===== src/rtl/pwm_ramp_ctrl_pkg.sv =====
`default_nettype none
// ============================================================================
//  Module  : pwm_ramp_ctrl_pkg
//  Brief   : Shared types and constants for the PWM duty ramp controller.
//  Revision: 1.0  initial release
// ============================================================================
package pwm_ramp_ctrl_pkg;

    localparam int c_DUTY_W  = 10;
    localparam int c_STATE_W = 3;

    typedef enum logic [c_STATE_W-1:0] {
        ST_IDLE  = 3'd0,
        ST_RAMP  = 3'd1,
        ST_HOLD  = 3'd2,
        ST_STOP  = 3'd3,
        ST_FAULT = 3'd4
    } state_t;

endpackage
`default_nettype wire


===== src/rtl/pwm_period_tick.sv =====
`default_nettype none
// ============================================================================
//  Module  : pwm_period_tick
//  Brief   : Free-running PWM period counter and ramp prescaler; emits upd.
//  Revision: 1.0  initial release
// ============================================================================
module pwm_period_tick #(
    parameter int PERIOD   = 10,
    parameter int RAMP_DIV = 4
) (
    input  logic clk,
    input  logic rst,
    output logic o_upd
);

    localparam int c_CNT_W = (PERIOD   > 1) ? $clog2(PERIOD)   : 1;
    localparam int c_DIV_W = (RAMP_DIV > 1) ? $clog2(RAMP_DIV) : 1;

    logic [c_CNT_W-1:0] r_cnt;
    logic [c_DIV_W-1:0] r_pre;
    logic               w_tick;
    logic               w_pre_last;

    assign w_tick     = (r_cnt == c_CNT_W'(PERIOD - 1));
    assign w_pre_last = (r_pre == c_DIV_W'(RAMP_DIV - 1));
    assign o_upd      = w_tick & w_pre_last;

    always_ff @(posedge clk or posedge rst) begin
        if (rst) begin
            r_cnt <= '0;
            r_pre <= '0;
        end else begin
            r_cnt <= w_tick ? '0 : r_cnt + 1'b1;
            if (w_tick) begin
                r_pre <= w_pre_last ? '0 : r_pre + 1'b1;
            end
        end
    end

endmodule
`default_nettype wire


===== src/rtl/pwm_ramp_ctrl.sv =====
`default_nettype none
// ============================================================================
//  Module  : pwm_ramp_ctrl
//  Brief   : Rate-limited PWM duty sequencer with run/stop and latched fault.
//  Revision: 1.0  initial release
// ============================================================================
module pwm_ramp_ctrl
    import pwm_ramp_ctrl_pkg::*;
#(
    parameter int DUTY_W   = c_DUTY_W,
    parameter int PERIOD   = 10,
    parameter int STEP     = 1,
    parameter int RAMP_DIV = 4
) (
    input  logic              clk,
    input  logic              rst,
    input  logic              run,
    input  logic              tgt_valid,
    input  logic [DUTY_W-1:0] tgt_duty,
    output logic              tgt_ready,
    input  logic              fault,
    input  logic              fault_clr,
    output logic              pwm_en,
    output logic [DUTY_W-1:0] pwm_d,
    output logic              at_target,
    output logic              faulted
);

    localparam logic [DUTY_W-1:0] c_PERIOD = DUTY_W'(PERIOD);
    localparam logic [DUTY_W-1:0] c_STEP   = DUTY_W'(STEP);

    state_t            r_state;
    state_t            w_state_nxt;
    logic [DUTY_W-1:0] r_target;
    logic [DUTY_W-1:0] r_pwm_d;
    logic [DUTY_W-1:0] w_pwm_d_nxt;
    logic [DUTY_W-1:0] w_eff;
    logic [DUTY_W-1:0] w_diff;
    logic [DUTY_W-1:0] w_stepped;
    logic              w_upd;
    logic              w_accept;
    logic              w_active;

    pwm_period_tick #(
        .PERIOD   (PERIOD),
        .RAMP_DIV (RAMP_DIV)
    ) u_tick (
        .clk   (clk),
        .rst   (rst),
        .o_upd (w_upd)
    );

    assign tgt_ready = (r_state != ST_FAULT) & ~fault;
    assign w_accept  = tgt_valid & tgt_ready;
    assign w_active  = (r_state == ST_RAMP) | (r_state == ST_HOLD) | (r_state == ST_STOP);

    assign pwm_en    = w_active;
    assign pwm_d     = r_pwm_d;
    assign at_target = (r_state == ST_HOLD);
    assign faulted   = (r_state == ST_FAULT);

    // Slew toward the effective target; the step never crosses it, so no wrap.
    always_comb begin
        w_eff       = (r_state == ST_STOP) ? '0 : r_target;
        w_diff      = (w_eff >= r_pwm_d) ? (w_eff - r_pwm_d) : (r_pwm_d - w_eff);
        w_stepped   = r_pwm_d;
        w_pwm_d_nxt = r_pwm_d;
        if (w_diff <= c_STEP) begin
            w_stepped = w_eff;
        end else if (w_eff > r_pwm_d) begin
            w_stepped = r_pwm_d + c_STEP;
        end else begin
            w_stepped = r_pwm_d - c_STEP;
        end
        if (fault) begin
            w_pwm_d_nxt = '0;
        end else if (w_upd && w_active) begin
            w_pwm_d_nxt = w_stepped;
        end
    end

    always_comb begin
        w_state_nxt = r_state;
        if (fault) begin
            w_state_nxt = ST_FAULT;
        end else begin
            case (r_state)
                ST_IDLE:  if (run) w_state_nxt = ST_RAMP;
                ST_RAMP: begin
                    if (!run)                          w_state_nxt = ST_STOP;
                    else if (w_pwm_d_nxt == r_target)  w_state_nxt = ST_HOLD;
                end
                ST_HOLD: begin
                    if (!run)                          w_state_nxt = ST_STOP;
                    else if (r_target != r_pwm_d)      w_state_nxt = ST_RAMP;
                end
                ST_STOP: begin
                    if (run)                           w_state_nxt = ST_RAMP;
                    else if (r_pwm_d == '0)            w_state_nxt = ST_IDLE;
                end
                ST_FAULT: if (fault_clr)               w_state_nxt = ST_IDLE;
                default:                               w_state_nxt = ST_IDLE;
            endcase
        end
    end

    always_ff @(posedge clk or posedge rst) begin
        if (rst) begin
            r_state  <= ST_IDLE;
            r_target <= '0;
            r_pwm_d  <= '0;
        end else begin
            r_state <= w_state_nxt;
            r_pwm_d <= w_pwm_d_nxt;
            if (w_accept) begin
                r_target <= (tgt_duty > c_PERIOD) ? c_PERIOD : tgt_duty;
            end
        end
    end

endmodule
`default_nettype wire

===== config.mk =====
export PLATFORM = sky130hd
export DESIGN_NAME = pwm_ramp_ctrl
export DESIGN_NICKNAME = d
export VERILOG_FILES = /design/src/rtl/pwm_ramp_ctrl_pkg.sv /design/src/rtl/pwm_period_tick.sv /design/src/rtl/pwm_ramp_ctrl.sv
export SDC_FILE = /design/constraint.sdc
export NUM_CORES = 1
export LEC_CHECK = 0
export ABC_AREA = 1
export BUFFER_PORTS_ARGS = -buffer_cell sky130_fd_sc_hd__buf_2
export CELL_PAD_IN_SITES_DETAIL_PLACEMENT = 1
export CELL_PAD_IN_SITES_GLOBAL_PLACEMENT = 1
export CORE_ASPECT_RATIO = 0.6
export CORE_MARGIN = 2
export CORE_UTILIZATION = 40
export DETAILED_ROUTE_END_ITERATION = 10
export PLACE_DENSITY = 0.86
export REMOVE_ABC_BUFFERS = 1
export SLEW_MARGIN = 5
export SYNTH_ARGS = -nofsm -noshare
export SYNTH_HDL_FRONTEND = slang
export SYNTH_SLANG_ARGS = --single-unit

===== constraint.sdc =====
create_clock -name clk -period 5.1 [get_ports clk]
set_clock_uncertainty 0.2 [all_clocks]
set_input_delay 0 -clock clk [delete_from_list [all_inputs] [get_ports clk]]
set_output_delay 0 -clock clk [all_outputs]
set_load 0.02 [all_outputs]

=== After elaboration in Yosys (flattened, before gate mapping) ===
Cells that the tools add are included.

* Flip-flop bits (word level): 29
* Input port bits: 16

* Add/subtract/negate cells: 6
* $lt $le $gt $ge: 4
* Equal/unequal tests: 14
* Muxes and demuxes: 19
* Bitwise operators: 6
* Reduce and logical (&&, ||, !) cells: 4

{| class="wikitable"
|+ Operators with widths
! operator !! number
|-
| $mux 10 || 7
|-
| $mux 3 || 9
|-
| $sub 10x10->10 || 2
|-
| $pmux 3 s5 || 1
|-
| $ne 4x3->1 const B || 3
|-
| $add 10x1->10 const B || 1
|-
| $eq 10x10->1 || 1
|-
| $ge 10x10->1 || 1
|-
| $gt 10x10->1 || 1
|-
| $gt 10x4->1 const B || 1
|-
| $le 10x1->1 const B || 1
|-
| $logic_not 10->1 || 1
|-
| $ne 10x10->1 || 1
|-
| $sub 10x1->10 const B || 1
|-
| $ne 3x3->1 const B || 3
|-
| $eq 3x2->1 const B || 2
|-
| $reduce_and 5->1 || 1
|-
| $add 4x1->4 const B || 1
|-
| $eq 4x4->1 const B || 1
|-
| $mux 4 || 1
|-
| $and 1x1->1 || 3
|-
| $eq 3x1->1 const B || 1
|-
| $eq 3x3->1 const B || 1
|-
| $logic_not 3->1 || 1
|-
| other kinds (6) || 7
|}

=== Logic depth before layout (Yosys ltp) ===
Gate-level depths: netlist (run 1).

* Depth after elaboration: 13
* Gate-level depth with buffers: 37
* Depth with buffers taken out: 36

=== Modules after synthesis ===
A second synthesis (run 1) with hierarchy kept.

* Cell total of the unflattened synthesis: 539
* Area total of the unflattened synthesis: 3,311.9 um2

{| class="wikitable"
|+ Modules (own cells, without submodules)
! module !! instances !! cells an instance !! area each (um2)
|-
| pwm_ramp_ctrl || 1 || 504 || 3,019.1
|-
| pwm_period_tick || 1 || 35 || 292.8
|}

=== Least setup slack after synthesis (run 1) ===
No wires, ideal clock.

* Path kind: register to register
* Start: reg r_state[2]
* End: reg r_state[0]
* Library setup time: 0.117 ns
* Data arrival time: 4.142 ns
* Data required time: 4.783 ns
* Path slack: 0.641 ns
* Cell stages (with the launch flop): 36
* Period minus slack after synthesis: 4.459 ns
* Cells stage by stage: dfrtp_1 -> inv_2 -> nand3_4 -> inv_1 -> clkbuf_1 -> nor2_1 -> inv_1 -> ha_1 -> ha_1 -> inv_1 -> nand2_2 -> nand2_2 -> nand3_2 -> a21o_1 -> nand2_1 -> ha_1 -> a21oi_1 -> o21ai_0 -> a21oi_1 -> o21ai_0 -> nand2_1 -> nand3_1 -> nand2_1 -> inv_1 -> nand3_2 -> nand3_2 -> nand2_1 -> nand2_1 -> nand2_1 -> nand2_1 -> nor2_2 -> nand3_2 -> nand2_2 -> nand2_1 -> nand2_1 -> nand2_1

* Cells in the longest elaborated chain, start to end: 11
* Elaborated cells on any way between the ends: 28
* Classes of those cells: add/sub (2); order compare (3); eq/ne (10); mux (8); bitwise (2); reduce/logical (3)

{| class="wikitable"
|+ RTL lines
! what !! line !! RTL
|-
| start: declaration || pwm_ramp_ctrl.sv:32 || <nowiki>state_t r_state;</nowiki>
|-
| start signal: assignment || pwm_ramp_ctrl.sv:113 || <nowiki>r_state <= w_state_nxt;</nowiki>
|-
| $eq 3x2->1 || pwm_ramp_ctrl.sv:55, pwm_ramp_ctrl.sv:64, pwm_ramp_ctrl.sv:87 ||
|-
| $mux 10 || pwm_ramp_ctrl.sv:64 || <nowiki>w_eff = (r_state == ST_STOP) ? '0 : r_target;</nowiki>
|-
| $sub 10x10->10 or $ge 10x10->1 (tied branches) || pwm_ramp_ctrl.sv:65 || <nowiki>w_diff = (w_eff >= r_pwm_d) ? (w_eff - r_pwm_d) : (r_pwm_d - w_eff);</nowiki>
|-
| $mux 10 || pwm_ramp_ctrl.sv:65 ||
|-
| $le 10x1->1 || pwm_ramp_ctrl.sv:68 || <nowiki>if (w_diff <= c_STEP) begin</nowiki>
|-
| $mux 10 || pwm_ramp_ctrl.sv:68 ||
|-
| $mux 10 || pwm_ramp_ctrl.sv:77 || <nowiki>end else if (w_upd && w_active) begin</nowiki>
|-
| $mux 10 || pwm_ramp_ctrl.sv:75 || <nowiki>if (fault) begin</nowiki>
|-
| $eq 10x10->1 || pwm_ramp_ctrl.sv:91 || <nowiki>else if (w_pwm_d_nxt == r_target) w_state_nxt = ST_HOLD;</nowiki>
|-
| $ne 4x3->1 (no source line) || n/a ||
|-
| $reduce_and 5->1 (no source line) || n/a ||
|}

Parallel ways exist; a longest one is shown, timed or not.
A chain may end at the register's enable or synchronous reset.

=== Worst setup path after layout (run 1) ===
* Start: reg r_state[2]
* End: reg r_state[1]

Same word-level chain as after synthesis.

==> key figures, run 1 <==
Run status
  – Status: complete, no violations

Global route
  – Tot GR Track Use: 0.2754
  – First-pass GRT wire length: 19360 microns
  – GRT overflow: 0
  – Vias in the first global route: 3862
  – Antenna violations before repair: 0
  – Largest net degree at the start of global routing: 30

Timing
  – Hold Slack: 0.03604 ns
  – Final Max Slew Viols: 0
  – Worst-margin pin slew: 1.131 ns
  – Final hold vios: 0
  – Period utilization: 0.9383
  – Setup TNS: 0 ns
  – Fin worst setup slack: 0.3144 ns
  – F_max: 209.0 MHz
  – Final setup fails: 0
  – Final min period: 4.786 ns
  – Slew margin rel.: 0.2453

Yosys
  – Post-synth ARST share: 1.000
  – Synthesized area per cell: 6.445 sq um
  – Cells after synthesis: 523
  – Count of different cell masters after synthesis: 35
  – Most used DFF post-synth: dfrtp_1
  – Yosys warns: 0
  – Post-synth EDFFs: 0
  – Mapped Area: 3371 sq um
  – Register area share after synthesis: 0.2153
  – Synthesized flop and latch total: 29

Setup path
  – Crit-path max cell delay: 0.42 ns
  – Worst r2r dst: r_state[1]
  – Flop2flop setup slack: 0.31 ns
  – Most common cell on crit path: nand2_1
  – CP startpoint kind: flop
  – Worst path slowest cell: dfrtp_1
  – R2R depth: 31
  – Critical Setup Path Class: flop to flop
  – CP endpoint kind: flop
  – Arrival time at the worst endpoint: 4.76 ns
  – Critical Path RT: 5.07 ns
  – Origin of the critical flop-to-flop path: r_state[2]
  – Peak fanout along the critical path: 7

Clocking
  – H-tree Lvls: 2
  – CTS tree: done
  – Clock buffer count from CTS: 5
  – CTS root buffer: clkbuf_16
  – Clk sinks: 29
  – Clock latency on the worst-skew pair: 0.28 ns
  – CTS max path bufs: 2
  – Worst-path clk slew: 0.05 ns

Worst hold path
  – Hold path start: run
  – Hold depth: 5
  – Type of the worst min-delay path: input pin to flop
  – Hold worst-path end: r_state[0]

Route
  – WL/cell: 17.78 microns
  – Vias: 3719
  – Routed vias/inst: 5.485
  – Iteration-0 DRC count of the detailed router: 287
  – Aggregate routed wire length: 12060 microns
  – Remaining antenna violation count: 0
  – Number of remaining DRC errors: 0
  – DR pass1 iterations: 5

Placed design
  – Buffers on Ports: 29
  – Placed Cells: 655
  – Post-Place Worst Slack: 0.01529 ns
  – RePlAce Congestion: 0.9510
  – Detailed placement HPWL: 9681 microns

Finish
  – Non-Filler Instances: 678
  – Most frequent cells in the layout: nand2_1, inv_1, nand3_1
  – Commonest non-fill, non-tap cell in the layout: nand2_1
  – Filler cells: 1105
  – Final nets: 612
  – Antenna Cells: 0
  – Share of cells above drive strength 1: 0.1912
  – Area delta synth->final: 17.59%

Floorplan
  – Chip Height: 75.11 microns
  – Die W: 122.5 microns
  – Core footprint: 8008 sq um
  – Std-Cell Rows: 25
  – Die ar.: 9201 sq um
  – I/O pin cnt: 30
  – Initial core utilization: 0.4209

Power
  – P_leak: 2.220 nW
  – Worst VDD drop: 0.0001558 V
  – Pwr dens: 197.7 nW/um^2

Run
  – Max Cap Viol: 0
==> report_power, final <==
part | total, mW | internal, mW | switching, mW
Clock | 0.288 | 0.178 | 0.110
Combinational | 0.255 | 0.0866 | 0.169
Sequential | 0.240 | 0.234 | 0.00541
==> worst max path at each step <==
| stage | endpoint | slack (ns) | start |
|---|---|---|---|
| finish | r_state[1] | 0.31 | r_state[2] |
| detailed placement | r_state[1] | 0.02 | r_state[2] |
| global placement | r_state[1] | 0.36 | r_state[1] |
| global route | r_state[1] | -0.08 | r_state[2] |
| floorplan | r_state[0] | 0.76 | r_state[2] |
| CTS | r_state[1] | 0.05 | r_state[1] |
==> layer usage <==
layer  track usage  vias up  part of all wire
li1              -     1772                 -
met4       0.04470        0            0.0050
met1        0.3822     1797              0.48
met5             0        -                 0
met2        0.4451      135              0.43
met3       0.06818       15             0.088
==> timing repair <==
| item | in CTS | in global routing |
|---|---|---|
| pin swaps | 0 | 1 |
| setup endpoints to repair | 2 | 2 |
| gates cloned | 0 | 0 |
| buffers inserted | 2 | 2 |
| gates resized for setup | 1 | 19 |
| hold buffers | 11 | 0 |
| hold endpoints to repair | 34 | 0 |
==> logic make-up after synthesis <==
family	after synthesis	synth area share
simple gates	280	0.4076
xor+xnor	11	0.02858
flops	29	0.2153
fa+ha+maj	27	0.1047
compound gates	67	0.1117
buf+inv	108	0.1288
mux	1	0.003341
==> stage by stage <==
stage                     instance area, sq um  utilization  total power, mW
after CTS                                 3890       0.4858           0.7748
after floorplan                           3308            -           0.4121
after global placement                    3618       0.4519           0.4698
after global routing                      3964       0.4950           0.8226
final                                     3964       0.4950           0.7835
after detailed placement                  3618       0.4519           0.4809
==> cell type report <==
type                       instances  area [sq um]  share of cell area
sequential                        29         725.7              0.1831
multi-input combinational        386          2270              0.5726
clock inverter                     3         17.52            0.004419
timing repair buffer              48         315.3             0.07955
tap                              108         135.1             0.03409
inverter                          99         375.4             0.09470
clock buffer                       5         125.1             0.03157
==> Yosys cell counts (3+ instances only) <==
cell / number / area share
inv_2: 3 / 0.0033
nand2_1: 134 / 0.15
o21ai_0: 17 / 0.025
xor2_1: 11 / 0.029
buf_6: 3 / 0.010
nand3_2: 20 / 0.059
nor4_1: 4 / 0.0074
nor2_2: 4 / 0.0074
nand4_1: 10 / 0.019
o21bai_1: 5 / 0.011
clkbuf_1: 3 / 0.0033
a21oi_1: 32 / 0.048
dfrtp_1: 29 / 0.22
nor3_1: 5 / 0.0074
nor2_1: 41 / 0.046
nand2_2: 14 / 0.026
a221oi_1: 4 / 0.010
nand3_1: 42 / 0.062
ha_1: 25 / 0.093
inv_1: 96 / 0.11
==> critical path: cells and delay by family, from the launching register on <==
family                   cells  cell delay [ns]
AO/OA/AOI/OAI                2             0.30
AND/OR/NAND/NOR             21             2.33
adder cells (fa/ha/maj)      2             0.73
buffers and inverters        6             0.68
flip-flops                   1             0.42
==> sequential cells by signal, indices dropped and copies added, names as in the netlist <==
signal and count:
r_target 10, u_tick.r_pre 2, pwm_d 10, u_tick.r_cnt 4, r_state 3
(Power assumes the default switching activity.)
==> run 2: changes to the inputs <==
Clock period 5.1 ns to 5.4 ns, I/O delays scaled along.
==> run 2 against run 1 <==
- critical path depth is 2 higher
- worst setup slack better by 0.042 ns
- cell count is 1.0% lower
- critical path type unchanged
- largest cell class unchanged
- highest routed layer unchanged
==> key figures, run 2 (same netlist as run 1, synthesis figures left out) <==
Run status
  – Status: complete, no violations

Clocking
  – Worst-path clk slew: 0.05 ns
  – Clock latency on the worst-skew pair: 0.28 ns
  – Clock buffer count from CTS: 5
  – CTS max path bufs: 2
  – CTS root buffer: clkbuf_16
  – H-tree Lvls: 2
  – Clk sinks: 29
  – CTS tree: done

Placed design
  – Detailed placement HPWL: 9282 microns
  – Placed Cells: 652
  – RePlAce Congestion: 0.9454
  – Buffers on Ports: 29

Floorplan
  – Die W: 122.5 microns
  – Initial core utilization: 0.4209
  – Std-Cell Rows: 25
  – I/O pin cnt: 30
  – Core footprint: 8008 sq um
  – Die ar.: 9201 sq um
  – Chip Height: 75.11 microns

Timing
  – Final setup fails: 0
  – Period utilization: 0.9340
  – F_max: 198.3 MHz
  – Final min period: 5.043 ns
  – Slew margin rel.: 0.2389
  – Final hold vios: 0
  – Worst-margin pin slew: 1.140 ns
  – Setup TNS: 0 ns
  – Final Max Slew Viols: 0

Setup path
  – Most common cell on crit path: nand2_1
  – CP startpoint kind: flop
  – Origin of the critical flop-to-flop path: r_state[1]
  – Crit-path max cell delay: 0.46 ns
  – CP endpoint kind: flop
  – Flop2flop setup slack: 0.36 ns
  – Critical Path RT: 5.37 ns
  – Critical Setup Path Class: flop to flop
  – Worst path slowest cell: dfrtp_1
  – Worst r2r dst: r_state[1]
  – R2R depth: 33
  – Arrival time at the worst endpoint: 5.02 ns
  – Peak fanout along the critical path: 10

Finish
  – Area delta synth->final: 14.85%
  – Filler cells: 1119
  – Commonest non-fill, non-tap cell in the layout: nand2_1
  – Antenna Cells: 0
  – Non-Filler Instances: 671
  – Final nets: 605
  – Share of cells above drive strength 1: 0.1670
  – Most frequent cells in the layout: nand2_1, inv_1, nand3_1

Power
  – P_leak: 2.192 nW
  – Worst VDD drop: 0.0001747 V
  – Pwr Total: 734.3 uW
  – Pwr dens: 189.7 nW/um^2

Global route
  – Tot GR Track Use: 0.2778
  – Largest net degree at the start of global routing: 30
  – GRT overflow: 0
  – Vias in the first global route: 3824
  – Antenna violations before repair: 0
  – First-pass GRT wire length: 19520 microns

Route
  – Remaining antenna violation count: 0
  – WL/cell: 17.71 microns
  – Routed vias/inst: 5.475
  – Vias: 3674
  – DR pass1 iterations: 5
  – Aggregate routed wire length: 11880 microns
  – Iteration-0 DRC count of the detailed router: 218
  – Number of remaining DRC errors: 0

Worst hold path
  – Hold depth: 7
  – Hold worst-path end: r_target[1]
  – Type of the worst min-delay path: input pin to flop
  – Hold path start: tgt_duty[4]

Run
  – Max Cap Viol: 0
run 2: worst max-delay path by stage:
| stage | startpoint | end | slack [ns] | depth (start not counted) |
|---|---|---|---|---|
| detailed placement | r_state[2] | r_state[1] | 0.15 | 34 |
| finish | r_state[1] | r_state[1] | 0.36 | 33 |
| floorplan | r_state[2] | r_state[0] | 1.06 | 34 |
| global placement | r_state[1] | r_state[0] | 0.44 | 30 |
| global route | r_state[0] | r_state[1] | -0.01 | 33 |
| CTS | r_state[2] | r_state[1] | 0.11 | 34 |
run 2: area by class of cell:
class                      count  area (sq um)  share of cell area
clock inverter                 3         17.52            0.004525
tap                          108         135.1             0.03491
inverter                      99         375.4             0.09696
sequential                    29         725.7              0.1875
timing repair buffer          41         260.3             0.06723
clock buffer                   5         125.1             0.03232
multi-input combinational    386          2232              0.5766
run 2: routing by layer:
layer	track usage	up-vias	part of all wire
li1	-	1748	-
met1	0.3816	1781	0.48
met2	0.4407	126	0.43
met3	0.07727	19	0.086
met4	0.05875	0	0.010
met5	0	-	0
run 2: where the power goes:
part / internal, mW / total, mW / switching, mW
Sequential: 0.221 / 0.226 / 0.00486
Combinational: 0.0783 / 0.235 / 0.156
Clock: 0.169 / 0.273 / 0.105
Total: 0.468 / 0.734 / 0.266
run 2: critical path, delay by kind of cell, from the launching register on:
kind,cells,cell delay [ns]
simple gates,21,2.03
fa+ha+maj,3,0.93
compound gates,5,0.86
flops,1,0.46
buf+inv,4,0.41
run 2: metrics by stage:
step | worst slack, ns | hold slack (ns) | instance area (sq um) | utilization
after detailed placement | 0.1521 | 0.03258 | 3596 | 0.4491
after CTS | 0.1124 | 0.004644 | 3839 | 0.4794
after global routing | -0.01270 | 0.05281 | 3871 | 0.4834
final | 0.3565 | 0.01306 | 3871 | 0.4834
after global placement | 0.4380 | 0.02634 | 3596 | 0.4491
after floorplan | 1.061 | -0.1219 | 3308 | -
run 2: timing repair:
item	in CTS	in global routing
setup buffers	0	1
hold buffers	10	0
resized for setup	0	9
hold endpoints to repair	34	0
setup endpoints to repair	0	2
